[src/rtl/paddle_step_sched_pkg.sv]
// Shared definitions for the paddle step scheduler.
// Contents:
//   sched_state_e       scheduler FSM encoding (idle / issue / cooldown gap)
//   DIR_LEFT/DIR_RIGHT  encoding of upd_dir
//   PLAYER_0/PLAYER_1   encoding of upd_player
package paddle_step_sched_pkg;

  typedef enum logic [1:0] {
    StIdle  = 2'd0,
    StIssue = 2'd1,
    StGap   = 2'd2
  } sched_state_e;

  localparam logic DIR_LEFT  = 1'b0;
  localparam logic DIR_RIGHT = 1'b1;

  localparam logic PLAYER_0 = 1'b0;
  localparam logic PLAYER_1 = 1'b1;

endpackage

[src/rtl/paddle_step_sched_if.sv]
// Paddle update command channel (valid/ready).
// Signals:
//   upd_valid   command valid (scheduler -> game state)
//   upd_ready   command accepted (game state -> scheduler)
//   upd_player  player the command applies to
//   upd_dir     0 = left (-1), 1 = right (+1)
// Modports: master = scheduler side, slave = game-state side.
interface paddle_step_sched_if;

  logic upd_valid;
  logic upd_ready;
  logic upd_player;
  logic upd_dir;

  modport master (
    output upd_valid,
    output upd_player,
    output upd_dir,
    input  upd_ready
  );

  modport slave (
    input  upd_valid,
    input  upd_player,
    input  upd_dir,
    output upd_ready
  );

endinterface

[src/rtl/paddle_step_sched_step_accum.sv]
// Per-player saturating signed pending-step counter.
// Ports:
//   clk, rst_n   clock, synchronous active-low reset
//   left, right  one-cycle step pulses (same cycle cancels)
//   drain_en     an accepted command for this player removes one step
//   drain_dir    direction of that command (right drains -1, left drains +1)
//   clr          discard the current count (step blocked at a bound)
//   pend         current signed count, limited to +/-(2^(CNT_W-1)-1)
module paddle_step_sched_step_accum
  import paddle_step_sched_pkg::*;
#(
  parameter int unsigned CNT_W = 4
) (
  input  logic                    clk,
  input  logic                    rst_n,
  input  logic                    left,
  input  logic                    right,
  input  logic                    drain_en,
  input  logic                    drain_dir,
  input  logic                    clr,
  output logic signed [CNT_W-1:0] pend
);

  // Two guard bits so base + pulse + drain can never overflow before clamping.
  localparam int unsigned SumW = CNT_W + 2;
  localparam logic signed [SumW-1:0] PendMax  = SumW'((1 << (CNT_W - 1)) - 1);
  localparam logic signed [SumW-1:0] PendMin  = -PendMax;
  localparam logic signed [SumW-1:0] One      = SumW'(1);
  localparam logic signed [SumW-1:0] MinusOne = -One;

  logic signed [CNT_W-1:0] pend_q, pend_d;
  logic signed [SumW-1:0]  base, step_in, step_drain, sum;

  always_comb begin
    base       = clr ? '0 : {{2{pend_q[CNT_W-1]}}, pend_q};
    step_in    = '0;
    step_drain = '0;
    if (right && !left) begin
      step_in = One;
    end else if (left && !right) begin
      step_in = MinusOne;
    end
    if (drain_en) begin
      step_drain = (drain_dir == DIR_RIGHT) ? MinusOne : One;
    end
    sum = base + step_in + step_drain;
    if (sum > PendMax) begin
      pend_d = PendMax[CNT_W-1:0];
    end else if (sum < PendMin) begin
      pend_d = PendMin[CNT_W-1:0];
    end else begin
      pend_d = sum[CNT_W-1:0];
    end
  end

  always_ff @(posedge clk) begin
    if (!rst_n) begin
      pend_q <= '0;
    end else begin
      pend_q <= pend_d;
    end
  end

  assign pend = pend_q;

endmodule

[src/rtl/paddle_step_sched.sv]
// Paddle step scheduler: accumulates both players' step pulses, grants the shared
// update channel round-robin with a cooldown, and tracks clamped paddle positions.
// Ports:
//   clk, rst_n              clock, synchronous active-low reset
//   p0_left/p0_right        player 0 step pulses
//   p1_left/p1_right        player 1 step pulses
//   upd                     update command channel (master side)
//   p0_pos, p1_pos          paddle positions, always within 0..POS_MAX
//   p0_drop_cnt/p1_drop_cnt steps dropped at a bound (only with PADDLE_SCHED_STATS_EN)
//   busy                    high whenever the FSM is not idle
// Optional build macro: PADDLE_SCHED_STATS_EN.
module paddle_step_sched
  import paddle_step_sched_pkg::*;
#(
  parameter int unsigned CNT_W    = 4,
  parameter int unsigned POS_W    = 8,
  parameter int unsigned POS_MAX  = 200,
  parameter int unsigned POS_INIT = 100,
  parameter int unsigned GAP_CYC  = 4
) (
  input  logic             clk,
  input  logic             rst_n,
  input  logic             p0_left,
  input  logic             p0_right,
  input  logic             p1_left,
  input  logic             p1_right,
  paddle_step_sched_if.master upd,
  output logic [POS_W-1:0] p0_pos,
  output logic [POS_W-1:0] p1_pos,
`ifdef PADDLE_SCHED_STATS_EN
  output logic [15:0]      p0_drop_cnt,
  output logic [15:0]      p1_drop_cnt,
`endif
  output logic             busy
);

  localparam logic [POS_W-1:0] PosMax  = POS_W'(POS_MAX);
  localparam logic [POS_W-1:0] PosInit = POS_W'(POS_INIT);
  // Gap counter holds GAP_CYC-1 down to 0.
  localparam int unsigned      GapW    = (GAP_CYC > 2) ? $clog2(GAP_CYC) : 1;
  localparam logic [GapW-1:0]  GapLoad = GapW'((GAP_CYC > 0) ? GAP_CYC - 1 : 0);

  sched_state_e            state_q;
  logic                    upd_valid_q, upd_player_q, upd_dir_q;
  logic                    last_q;  // player granted most recently
  logic [POS_W-1:0]        p0_pos_q, p1_pos_q;
  logic [GapW-1:0]         gap_q;

  logic signed [CNT_W-1:0] pend0, pend1;
  logic                    want0, want1, dir0, dir1, room0, room1;
  logic                    elig0, elig1, clr0, clr1;
  logic                    grant_any, win;
  logic                    hs, drain0, drain1;

  function automatic logic [POS_W-1:0] step_pos(input logic [POS_W-1:0] pos, input logic dir);
    if (dir == DIR_RIGHT) begin
      return (pos < PosMax) ? pos + POS_W'(1) : pos;
    end
    return (pos != '0) ? pos - POS_W'(1) : pos;
  endfunction

  assign hs     = upd_valid_q && upd.upd_ready;
  assign drain0 = hs && (upd_player_q == PLAYER_0);
  assign drain1 = hs && (upd_player_q == PLAYER_1);

  always_comb begin
    want0 = (pend0 != '0);
    want1 = (pend1 != '0);
    dir0  = pend0[CNT_W-1] ? DIR_LEFT : DIR_RIGHT;
    dir1  = pend1[CNT_W-1] ? DIR_LEFT : DIR_RIGHT;
    room0 = (dir0 == DIR_RIGHT) ? (p0_pos_q < PosMax) : (p0_pos_q != '0);
    room1 = (dir1 == DIR_RIGHT) ? (p1_pos_q < PosMax) : (p1_pos_q != '0);
    elig0 = (state_q == StIdle) && want0 && room0;
    elig1 = (state_q == StIdle) && want1 && room1;
    // A step pointing past a bound can never be issued, so it is discarded.
    clr0  = (state_q == StIdle) && want0 && !room0;
    clr1  = (state_q == StIdle) && want1 && !room1;
    grant_any = elig0 || elig1;
    win       = (elig0 && elig1) ? ~last_q : elig1;
  end

  paddle_step_sched_step_accum #(
    .CNT_W(CNT_W)
  ) u_step_accum_p0 (
    .clk      (clk),
    .rst_n    (rst_n),
    .left     (p0_left),
    .right    (p0_right),
    .drain_en (drain0),
    .drain_dir(upd_dir_q),
    .clr      (clr0),
    .pend     (pend0)
  );

  paddle_step_sched_step_accum #(
    .CNT_W(CNT_W)
  ) u_step_accum_p1 (
    .clk      (clk),
    .rst_n    (rst_n),
    .left     (p1_left),
    .right    (p1_right),
    .drain_en (drain1),
    .drain_dir(upd_dir_q),
    .clr      (clr1),
    .pend     (pend1)
  );

  always_ff @(posedge clk) begin
    if (!rst_n) begin
      state_q      <= StIdle;
      upd_valid_q  <= 1'b0;
      upd_player_q <= PLAYER_0;
      upd_dir_q    <= DIR_LEFT;
      last_q       <= PLAYER_1;  // player 0 wins the first tie
      p0_pos_q     <= PosInit;
      p1_pos_q     <= PosInit;
      gap_q        <= '0;
    end else begin
      unique case (state_q)
        StIdle: begin
          if (grant_any) begin
            state_q      <= StIssue;
            upd_valid_q  <= 1'b1;
            upd_player_q <= win;
            upd_dir_q    <= win ? dir1 : dir0;
            last_q       <= win;
          end
        end
        StIssue: begin
          if (upd.upd_ready) begin
            upd_valid_q <= 1'b0;
            if (upd_player_q == PLAYER_0) begin
              p0_pos_q <= step_pos(p0_pos_q, upd_dir_q);
            end else begin
              p1_pos_q <= step_pos(p1_pos_q, upd_dir_q);
            end
            if (GAP_CYC > 0) begin
              state_q <= StGap;
              gap_q   <= GapLoad;
            end else begin
              state_q <= StIdle;
            end
          end
        end
        StGap: begin
          if (gap_q == '0) begin
            state_q <= StIdle;
          end else begin
            gap_q <= gap_q - GapW'(1);
          end
        end
        default: begin
          state_q     <= StIdle;
          upd_valid_q <= 1'b0;
        end
      endcase
    end
  end

`ifdef PADDLE_SCHED_STATS_EN
  logic [15:0] drop0_q, drop1_q;

  always_ff @(posedge clk) begin
    if (!rst_n) begin
      drop0_q <= '0;
      drop1_q <= '0;
    end else begin
      if (clr0 && (drop0_q != 16'hFFFF)) begin
        drop0_q <= drop0_q + 16'd1;
      end
      if (clr1 && (drop1_q != 16'hFFFF)) begin
        drop1_q <= drop1_q + 16'd1;
      end
    end
  end

  assign p0_drop_cnt = drop0_q;
  assign p1_drop_cnt = drop1_q;
`endif

  assign upd.upd_valid  = upd_valid_q;
  assign upd.upd_player = upd_player_q;
  assign upd.upd_dir    = upd_dir_q;
  assign p0_pos         = p0_pos_q;
  assign p1_pos         = p1_pos_q;
  assign busy           = (state_q != StIdle);

endmodule

[src/flat_wrapper.sv]
// flat-port wrapper written by rule: the top's interface ports become plain ports
module paddle_step_sched_flat import paddle_step_sched_pkg::*;
#(
  parameter int unsigned CNT_W    = 4,
  parameter int unsigned POS_W    = 8,
  parameter int unsigned POS_MAX  = 200,
  parameter int unsigned POS_INIT = 100,
  parameter int unsigned GAP_CYC  = 4
)
  (clk, rst_n, p0_left, p0_right, p1_left, p1_right, p0_pos, p1_pos, busy, upd_upd_valid, upd_upd_player, upd_upd_dir, upd_upd_ready);
  paddle_step_sched_if upd_i ();
  input  logic clk;
  input  logic rst_n;
  input  logic p0_left;
  input  logic p0_right;
  input  logic p1_left;
  input  logic p1_right;
  output logic [POS_W-1:0] p0_pos;
  output logic [POS_W-1:0] p1_pos;
  output logic busy;
  output wire logic [$bits(upd_i.upd_valid)-1:0] upd_upd_valid;
  output wire logic [$bits(upd_i.upd_player)-1:0] upd_upd_player;
  output wire logic [$bits(upd_i.upd_dir)-1:0] upd_upd_dir;
  input wire logic [$bits(upd_i.upd_ready)-1:0] upd_upd_ready;
  assign upd_upd_valid = upd_i.upd_valid;
  assign upd_upd_player = upd_i.upd_player;
  assign upd_upd_dir = upd_i.upd_dir;
  assign upd_i.upd_ready = upd_upd_ready;
  paddle_step_sched #(.CNT_W(CNT_W), .POS_W(POS_W), .POS_MAX(POS_MAX), .POS_INIT(POS_INIT), .GAP_CYC(GAP_CYC)) u_core (.clk(clk), .rst_n(rst_n), .p0_left(p0_left), .p0_right(p0_right), .p1_left(p1_left), .p1_right(p1_right), .upd(upd_i), .p0_pos(p0_pos), .p1_pos(p1_pos), .busy(busy));
endmodule
[config.mk]
export PLATFORM = sky130hd
export DESIGN_NAME = paddle_step_sched_flat
export DESIGN_NICKNAME = d
export VERILOG_FILES = /design/src/rtl/paddle_step_sched_pkg.sv /design/src/rtl/paddle_step_sched_if.sv /design/src/rtl/paddle_step_sched_step_accum.sv /design/src/rtl/paddle_step_sched.sv /design/src/flat_wrapper.sv
export SDC_FILE = /design/constraint.sdc
export NUM_CORES = 1
export LEC_CHECK = 0
export BUFFER_PORTS_ARGS = -buffer_cell sky130_fd_sc_hd__buf_2
export CORE_MARGIN = 2
export CORE_UTILIZATION = 45
export CTS_CLUSTER_SIZE = 14
export DETAILED_ROUTE_END_ITERATION = 10
export HOLD_SLACK_MARGIN = 0.1
export PLACE_DENSITY = 0.66
export SETUP_SLACK_MARGIN = 0.3
export SLEW_MARGIN = 20
export SYNTH_ARGS = -nofsm -noshare
export SYNTH_HDL_FRONTEND = slang
export SYNTH_HIERARCHICAL = 1
export SYNTH_SLANG_ARGS = --single-unit
export TNS_END_PERCENT = 20
[constraint.sdc]
create_clock -name clk -period 3.1 [get_ports clk]
set_input_delay 0.465 -clock clk [delete_from_list [all_inputs] [get_ports clk]]
set_output_delay 0.465 -clock clk [all_outputs]
set_load 0.02 [all_outputs]
==> impl_metrics.csv <==
group,metric,value,unit
setup_path,critical-path-slowest-cell,"sky130_fd_sc_hd__fa_1",
routing,detail_route.first_pass.iterations,4,
setup_path,critical_path.cell_chain,"nor3_4 > and3_4 > a21oi_2 > nor2_2 > nor2b_2 > fa_1 > ha_2 > fa_2 > a21oi_2 > a21oi_2 > or3_1 > o311a_1",
sta,worstMarginPinSlew,0.5272,ns
synth,netlist_instances,305,
synth,synth_area_leaders,"sky130_fd_sc_hd__dfxtp_1, sky130_fd_sc_hd__ha_1, sky130_fd_sc_hd__fa_1",
clocking,clock_sink_count,32,
clocking,clock_slew_at_the_register_clock_pins_of_the_worst_setup_and_hold_paths,0.07,ns
place,buffer_ports.inserted,26,
die,floorplan.die.height,80.60,um
synth,synthesis.nets,347,
setup_path,cpLargestDelayFamily,"adder cells",
clocking,clock_tree.root_cell,"sky130_fd_sc_hd__clkbuf_8",
routing,count_of_nets_left_with_antenna_violations_after_detail_routing,0,
min_path,holdCritPathClass,"flop to flop",
clocking,cts_max_path_buffers,2,
synth,synthesis.area,2640,um2
power_and_ir_drop,power_leakage,1.586,nW
power_and_ir_drop,power_density,970.9,nW/um2
synth,edff_count_synth,0,
setup_path,start_kind,"flop",
synth,synth_top_cells_by_count,"sky130_fd_sc_hd__dfxtp_1, sky130_fd_sc_hd__nand2_1, sky130_fd_sc_hd__nor2_1",
layout,fillers,518,
sta,timing.final.setup_violations,3,
sta,fin_crit_sh,103.5,%
die,rows,27,
synth,yosysWarnings,6,
routing,routed_wl,6483,um
sta,post-route-min-period,3.208,ns
sta,final-hold-violation-count,0,
die,start_util,47.36,%
run_status,outcome,"finished, violations left",
routing,drt_iter0_drc,139,
setup_path,type_of_destination_of_the_critical_path,"flop",
layout,insertedDiodeCount,0,
grt,antenna_violations_before_repair,0,
power_and_ir_drop,ir_worst_vdd,548.7,uV
grt,first_global_vias,2424,
place,dp_hpwl,5050,um
grt,grt_first_pass_wirelength,11040,um
place,place_area,3251,um2
clocking,clock_tree_from_tritoncts,"built",
flow_run,max_cap_violations,0,
sta,fmax,0.3117,GHz
die,design.portCount,27,
setup_path,crit_path_max_incr_delay,0.48,ns
synth,yosys_most_used_dff,"sky130_fd_sc_hd__dfxtp_1",
setup_path,timing_worst_setup_path_type,"flop to flop",
routing,drcViolationCount,0,
synth,post-synth-top-count-cell,"sky130_fd_sc_hd__dfxtp_1",
synth,yosysSeqAreaShare,24.27,%
routing,vias,2494,
layout,finalCoreUtilization,61.39,%
die,die_width,80.60,um
setup_path,worst-endpoint-required,3.27,ns
routing,avgViaCountPerCell,5.530,
synth,yosysTopAreaCell,"sky130_fd_sc_hd__dfxtp_1",
sta,number_of_pins_exceeding_their_max_slew_limit_in_the_final_report,0,
routing,post_drt_wl_per_cell,14.37,um
grt,grtUsageTotal,21.71,%
setup_path,critPathMostFrequentCell,"sky130_fd_sc_hd__a21oi_2",
grt,gr-total-overflow,0,
clocking,ctsHtreeMaxLevel,2,
synth,ys_ff_latch,32,
die,fp.dieArea,6496,um2
clocking,post_cts_hold_buffer_count,0,
run_status,violations_in_the_final_reports,"setup timing",
die,floorplan.core_area,5574,um2
layout,final_layout_net_count,420,
clocking,cts-buffers-inserted,5,
sta,post-route-worst-setup-slack,-0.1085,ns
setup_path,crit_buf_inv,0,
grt,maximum_number_of_pins_on_one_net_before_global_route_repair,22,
setup_path,worst-path-max-fanout,4,
place,globalplace.congestion,0.8343,
sta,worst_clock_skew,0.002801,ns
setup_path,worst-endpoint-arrival,3.38,ns
synth,ys_types,52,
clocking,worstSkewPairLatency,0.29,ns
sta,hold_ws,0.4954,ns
layout,design_area,3422,um2
sta,slew_headroom,64.81,%
sta,rsz0062_at_grt,"true",
synth,yosysTopAreaCellShare,24.27,%
layout,layout-drive-gt1-share,32.72,%
layout,synth_to_final_area_change,29.62,%
synth,synth-async-reset-ratio,0,%
synth,syn_area_per_cell,8.656,um2
## cell families after synthesis
group	Yosys count	synth area share (%)
and+or+nand+nor	96	18.15
adders and majority gates	35	20.00
DFF	32	24.27
muxes	8	3.033
buffers and inverters	26	3.792
AOI/OAI and AO/OA	94	26.11
xor gates and xnor gates	14	4.645
## tightest hold or removal path: stages (launching register included)
cell and delay, ns:
sky130_fd_sc_hd__dfxtp_1 0.32, sky130_fd_sc_hd__o21ai_0 0.07, sky130_fd_sc_hd__a21oi_1 0.06
## layout make-up
class                           count  area (um2)  share of cell area (%)
Multi-Input combinational cell    247        2034                   59.45
Sequential cell                    32       658.1                   19.23
Timing Repair Buffer               71       467.9                   13.67
Tap cell                           72       90.09                   2.633
Clock buffer                        6       82.58                   2.413
Inverter                           21       78.83                   2.303
Clock inverter                      2       10.01                  0.2925
## cells in the final DEF, fill, tap and decap left out, types with 3 or more instances in the layout
cell type / instances
sky130_fd_sc_hd__a211oi_1: 7
sky130_fd_sc_hd__a21oi_1: 18
sky130_fd_sc_hd__nand2_1: 24
sky130_fd_sc_hd__o21a_1: 4
sky130_fd_sc_hd__nand3_1: 4
sky130_fd_sc_hd__xnor2_1: 6
sky130_fd_sc_hd__nand2b_1: 6
sky130_fd_sc_hd__ha_1: 21
sky130_fd_sc_hd__fa_1: 10
sky130_fd_sc_hd__a21oi_2: 5
sky130_fd_sc_hd__mux2i_1: 8
sky130_fd_sc_hd__nor2_1: 20
sky130_fd_sc_hd__o311a_1: 3
sky130_fd_sc_hd__o21bai_1: 3
sky130_fd_sc_hd__buf_4: 45
sky130_fd_sc_hd__o211ai_1: 6
sky130_fd_sc_hd__clkbuf_8: 6
sky130_fd_sc_hd__o2111ai_1: 5
sky130_fd_sc_hd__xor2_1: 6
sky130_fd_sc_hd__buf_2: 26
sky130_fd_sc_hd__a31oi_1: 3
sky130_fd_sc_hd__or3_1: 4
sky130_fd_sc_hd__dfxtp_1: 20
sky130_fd_sc_hd__nor2b_1: 8
sky130_fd_sc_hd__o21ai_0: 16
sky130_fd_sc_hd__a21o_1: 7
sky130_fd_sc_hd__nor3_1: 4
sky130_fd_sc_hd__nor2_2: 3
sky130_fd_sc_hd__dfxtp_2: 11
sky130_fd_sc_hd__inv_1: 21
## routing by layer
metal | up-vias | global-route usage, % | part of all wire (%)
met4 | 0 | 6.610 | 0.94
met3 | 6 | 2.809 | 3.3
met2 | 42 | 35.00 | 47
met5 | - | 0 | 0
met1 | 1185 | 30.16 | 49
li1 | 1261 | - | -
## registers in the layout, summed over array words and instances (netlist names)
signal                       count
u_core/p1_pos                    8
u_core/upd.upd_valid             1
u_core/state_q                   2
u_core/last_q                    1
u_core/u_step_accum_p1/pend      4
u_core/upd.upd_dir               1
u_core/upd.upd_player            1
u_core/u_step_accum_p0/pend      4
u_core/gap_q                     2
u_core/p0_pos                    8
## power by group
group,internal (W),switching (W)
Clock,0.000177,0.000157
Sequential,0.000554,0.000130
Combinational,0.00108,0.00122
Total,0.00181,0.00151
## stage by stage
stage	std cells	setup TNS (ns)	setup WS, ns	power (W)
after floorplan	305	0	0.03838	0.002194
after global placement	442	-0.1409	-0.05310	0.002826
after detailed placement	442	-0.5847	-0.1123	0.002883
after CTS	450	-0.2691	-0.1199	0.003272
after global routing	451	-0.9672	-0.1980	0.003640
final	451	-0.1947	-0.1085	0.003322
## final timing paths
path | from | endpoint | slack (ns) | depth (start not counted)
worst max-delay path | u_core/p0_pos[5] | u_core/u_step_accum_p0/pend[0] | -0.11 | 12
worst min-delay path | u_core/gap_q[1] | u_core/gap_q[1] | 0.50 | 2
worst max register to register | u_core/p0_pos[5] | u_core/u_step_accum_p0/pend[0] | -0.11 | 12
worst min register to register | u_core/gap_q[1] | u_core/gap_q[1] | 0.50 | 2
## repair_timing
action,in CTS,in global routing
buffers inserted,0,1
gates resized for setup,4,12
setup endpoints to repair,6,8
pin swaps,1,5
Note: power is estimated with default switching activity, not from simulation.
